===== config.mk =====
export PLATFORM = sky130hd
export DESIGN_NAME = demux
export DESIGN_NICKNAME = d
export VERILOG_FILES = /design/src/rtl/demux.sv
export SDC_FILE = /design/constraint.sdc
export NUM_CORES = 1
export LEC_CHECK = 0
export ABC_AREA = 1
export CORE_AREA = 4 4 41 43
export CTS_CLUSTER_SIZE = 8
export DETAILED_ROUTE_END_ITERATION = 16
export DIE_AREA = 0 0 45 47
export PLACE_DENSITY = 0.59
export SLEW_MARGIN = 10
export SYNTH_ARGS = -nofsm -noshare
export SYNTH_HDL_FRONTEND = slang
export SYNTH_SLANG_ARGS = --single-unit

===== constraint.sdc =====
create_clock -name Clock -period 0.8 [get_ports Clock]
set_input_delay 0.08 -clock Clock [delete_from_list [all_inputs] [get_ports Clock]]
set_output_delay 0.08 -clock Clock [all_outputs]
set_load 0.005 [all_outputs]

===== src/rtl/demux.sv =====
// Registered 1-to-8 demultiplexer with idle-high outputs.
// The selected output carries the input data while enabled. Every other output,
// and every output while disabled or in reset, idles at all-ones. With a data
// width of 1 this acts as a gated 3-to-8 active-low decoder.
module demux #(
    parameter int unsigned DataWidth = 1
) (
    input  logic                 Clock,
    input  logic                 Reset_N,
    input  logic [2:0]           Select,
    input  logic                 Enable,
    input  logic [DataWidth-1:0] DIn,
    output logic [DataWidth-1:0] O0,
    output logic [DataWidth-1:0] O1,
    output logic [DataWidth-1:0] O2,
    output logic [DataWidth-1:0] O3,
    output logic [DataWidth-1:0] O4,
    output logic [DataWidth-1:0] O5,
    output logic [DataWidth-1:0] O6,
    output logic [DataWidth-1:0] O7
);

    localparam int unsigned NumOut = 8;

    logic [DataWidth-1:0] out_d [NumOut];
    logic [DataWidth-1:0] out_q [NumOut];

    // Next state: only the selected output takes the data; the rest go idle.
    // Each output is derived from the current inputs alone, so a select change
    // moves the data from the old output to the new one on the same edge.
    always_comb begin
        for (int k = 0; k < NumOut; k++) begin
            out_d[k] = {DataWidth{1'b1}};
            if (Enable && (Select == 3'(k))) begin
                out_d[k] = DIn;
            end
        end
    end

    // Output registers. Reset forces the idle value at once, and no state survives it.
    always_ff @(posedge Clock or negedge Reset_N) begin
        if (!Reset_N) begin
            for (int k = 0; k < NumOut; k++) begin
                out_q[k] <= {DataWidth{1'b1}};
            end
        end else begin
            for (int k = 0; k < NumOut; k++) begin
                out_q[k] <= out_d[k];
            end
        end
    end

    // The outputs come straight from the flops, so no input reaches them combinationally.
    assign O0 = out_q[0];
    assign O1 = out_q[1];
    assign O2 = out_q[2];
    assign O3 = out_q[3];
    assign O4 = out_q[4];
    assign O5 = out_q[5];
    assign O6 = out_q[6];
    assign O7 = out_q[7];

endmodule


# Word level (Yosys, flattened, before mapping)
# Index checks and enable logic that the tools add are counted.
# Widths: inputs -> output; s select.
[totals]
register_bits = 8
latchBits = 0
ram_bits = 0
mem_bits_ro = 0
input_bits = 7
out_inout_bits = 8
elab_cells = 32
n_memories = 0
[op_classes]
n_addsub = 0
mul = 0
div = 0
magnitude_cmp = 0
n_eq_ne = 7
shift = 0
muxes = 8
bitwise_logic = 0
reduce_logical = 9
[op_table]
columns = ["cell", "n"]
rows = [
  ["$eq 3x3->1 const B", 4],
  ["$logic_and 1x1->1", 8],
  ["$mux 1", 8],
  ["$eq 3x2->1 const B", 2],
  ["$eq 3x1->1 const B", 1],
  ["$logic_not 3->1", 1],
]

# Depth between registers and ports, before layout
[logic_depth]
word_depth = 3
ltp_mapped = 3
ltp_nobuf = 3

# Worst setup path after synthesis
# Ideal clock, no wire load.
[synth_path]
path_type = "register -> output"
startpoint = "reg out_q, in the netlist O0"
endpoint = "out O0"
arrival_ps = 501
t_required_ps = 720
slack_ps = 219
path_stages_with_launch = 1
path_buffers = 0
path_cell_list = "dfstp_2"
[synth_lines]
columns = ["item", "line", "text"]
rows = [
  ["from (decl)", "26", "logic [DataWidth-1:0] out_q [NumOut];"],
  ["from (signal, indexed assignment)", "44", "out_q[k] <= {DataWidth{1'b1}};"],
  ["from (signal, indexed assignment)", "48", "out_q[k] <= out_d[k];"],
  ["to (decl)", "13", "output logic [DataWidth-1:0] O0,"],
]
# No word-level cell between the ends.

# Worst setup path after layout
[layout_path]
startpoint = "reg out_q, in the netlist O3"
endpoint = "out O3"
[layout_lines]
columns = ["item", "line", "text"]
rows = [
  ["to (decl)", "16", "output logic [DataWidth-1:0] O3,"],
]
# No word-level cell between the ends.

==> run summary <==
=====================================================================================
Fill cell total of the finished layout .................................          153
Die Y-Extent ...........................................................        47 um
Number of buffers inserted during clock tree synthesis .................            3
Final Max Tran Viols ...................................................            0
Most used cells in the layout excluding fill and tap cells ............. 8 x sky130_fd_sc_hd__dfstp_2, 6 x sky130_fd_sc_hd__nand2_1, 6 x sky130_fd_sc_hd__clkdlybuf4s50_1
Area taken by multi-input logic gates ..................................     66.3 um2
Result of the run ...................................................... complete, but fails checks
Initial antenna violation count ........................................            0
Fmax ...................................................................     1060 MHz
Share of the yosys chip area belonging to registers ....................        0.712
Global Route Usage Sum .................................................       0.0734
DRT iter0 DRCs .........................................................            1
Router iterations before antenna repair ................................            3
Number of antenna diodes ...............................................            0
Final count of negative-setup-slack endpoints ..........................            8
I/O pins ...............................................................           15
Die area ...............................................................     2120 um2
Total Routed Length ....................................................       550 um
Critical path's top delay family .......................................   flip-flops
Total number of vias ...................................................          233
Vias per std cell ......................................................         3.88
Number of global-route vias before repair ..............................          233
Total of flip-flops plus latches after synthesis .......................            8
Critical path peak fanout ..............................................            1
Cell row count .........................................................           13
Hold_buf cts ...........................................................            0
Mean routed wirelength per cell ........................................      9.17 um
Setup ws final .........................................................    -0.140 ns
Netlist area before placement ..........................................      295 um2
Post-route fraction of the period consumed by the critical path ........         1.17
Largest net degree at the start of global routing ......................            9
Gate Count Post-Synth ..................................................           28
Arrival time of data at the critical path endpoint .....................      0.86 ns
Lkg Pwr ................................................................     0.201 nW
Number of H-tree levels ................................................            1
Final hold violation count .............................................            0
Synth-to-layout area growth ............................................        56.4%
Wire length of the first global-routing pass ...........................       959 um
Cell Chain, Critical Path ..............................................        buf_2
Number of cells in the design after placement ..........................           57
Dpl hpwl ...............................................................       415 um
Combined flip-flop and latch cell area .................................      210 um2
Number of clock sinks ..................................................            8
Count of warnings emitted by yosys .....................................            0
Violated checks ........................................................ negative setup slack
Die X-Extent ...........................................................        45 um
DRT antenna net count ..................................................            0
Slew at the pin closest to its max-slew limit ..........................     0.325 ns
Longest Clk Path Bufs ..................................................            2
Worst setup slack after placement ......................................    -0.271 ns
Std-Cell Core Area .....................................................     1300 um2
Smallest hold slack ....................................................     0.357 ns
Crit path launch .......................................................           O3
Post-route insts no fill ...............................................           60
Remaining Overflow, GRT ................................................            0
Clock-pin transition on the worst setup and hold timing paths ..........      0.05 ns
Share of cells above drive strength 1 ..................................        0.467
IO Port Bufs ...........................................................           14
Sum of negative setup slack ............................................     -1.07 ns
Starting utilization of the core area ..................................        0.227
CTS tree ...............................................................         done
Critical path required time ............................................      0.72 ns
Total power per unit cell area .........................................  1730 nW/um2
CP max-delay cell ...................................................... sky130_fd_sc_hd__dfstp_2
IR drop worst, VDD .....................................................     0.509 mV
Biggest cell delay along the critical path .............................      0.51 ns
Number of buffers added for setup after CTS ............................            0
Number of library cell types mapped by synthesis .......................            6
Classification of the worst setup path .................................      reg2out
Synth Net Count ........................................................           35
Endpoint type of the worst setup path ..................................   output pin
Max-cap violations .....................................................            0
Worst slew slack as a fraction of its limit ............................        0.783
Critical path buffers and inverters ....................................            1
Unrepaired setup endpoints after global routing ........................          yes
Final estimated routing congestion in global placement .................        0.730
Root Buffer ............................................................ sky130_fd_sc_hd__clkbuf_4
Drt drc ................................................................            0
Class of the worst hold path ...........................................     in2async
Resized cells post-CTS .................................................           32
Shortest period the worst path allows ..................................     0.940 ns
Most frequent standard cell in the layout excluding fill and tap cells . sky130_fd_sc_hd__dfstp_2
Launching element type of the critical path ............................     register
Nets ...................................................................           54
Mapped Avg Cell Area ...................................................     10.5 um2
=====================================================================================
how the worst max path moves through the flow:
stage	to	cells past startpoint
3_3_place_gp	O1	1
2_1_floorplan	O0	0
4_1_cts	O3	1
3_5_place_dp	O3	1
6_report	O3	1
5_1_grt	O7	1
logic make-up after synthesis:
logic type             count (synthesis)  share of synthesized area
buffers and inverters                  5                     0.0636
flip-flops                             8                      0.712
AND/OR/NAND/NOR                       15                      0.225
where the power goes:
group	total, mW	leakage, nW	internal (mW)	switching [mW]
Sequential	0.420	0.0842	0.418	0.00200
Combinational	0.0790	0.103	0.0419	0.0372
Clock	0.299	0.0138	0.171	0.128
Total	0.798	0.201	0.631	0.167
state kept, by name, summed over array words and instances (netlist names):
name / flops
O5: 1
O2: 1
O7: 1
O0: 1
O1: 1
O3: 1
O6: 1
O4: 1
per-stage QoR:
step	utilization	power, mW	area (um2)
floorplan	-	0.449	295
global placement	0.349	0.506	454
detailed placement	0.349	0.507	454
CTS	0.336	0.813	437
global route	0.355	0.842	462
finish	0.355	0.798	462
synth_stat cells, drive strengths merged:
cell / count / area, um2
nand2: 6 / 22.5
nor2: 5 / 23.8
nand3: 4 / 20.0
inv: 5 / 18.8
dfstp: 8 / 210
area by class of cell:
class                           instances  area share
Timing Repair Buffer                   14       0.271
Clock buffer                            3      0.0488
Inverter                                5      0.0407
Sequential cell                         8       0.455
Tap cell                               15      0.0407
Multi-Input combinational cell         15       0.144
layer usage:
layer	GRT usage	vias to the layer above	share of wire
li1	-	117	-
met1	0.0726	97	0.40
met2	0.0960	15	0.42
met3	0.0115	4	0.12
met4	0.140	0	0.065
met5	0	-	0
Power figures use the tool's default switching activity.
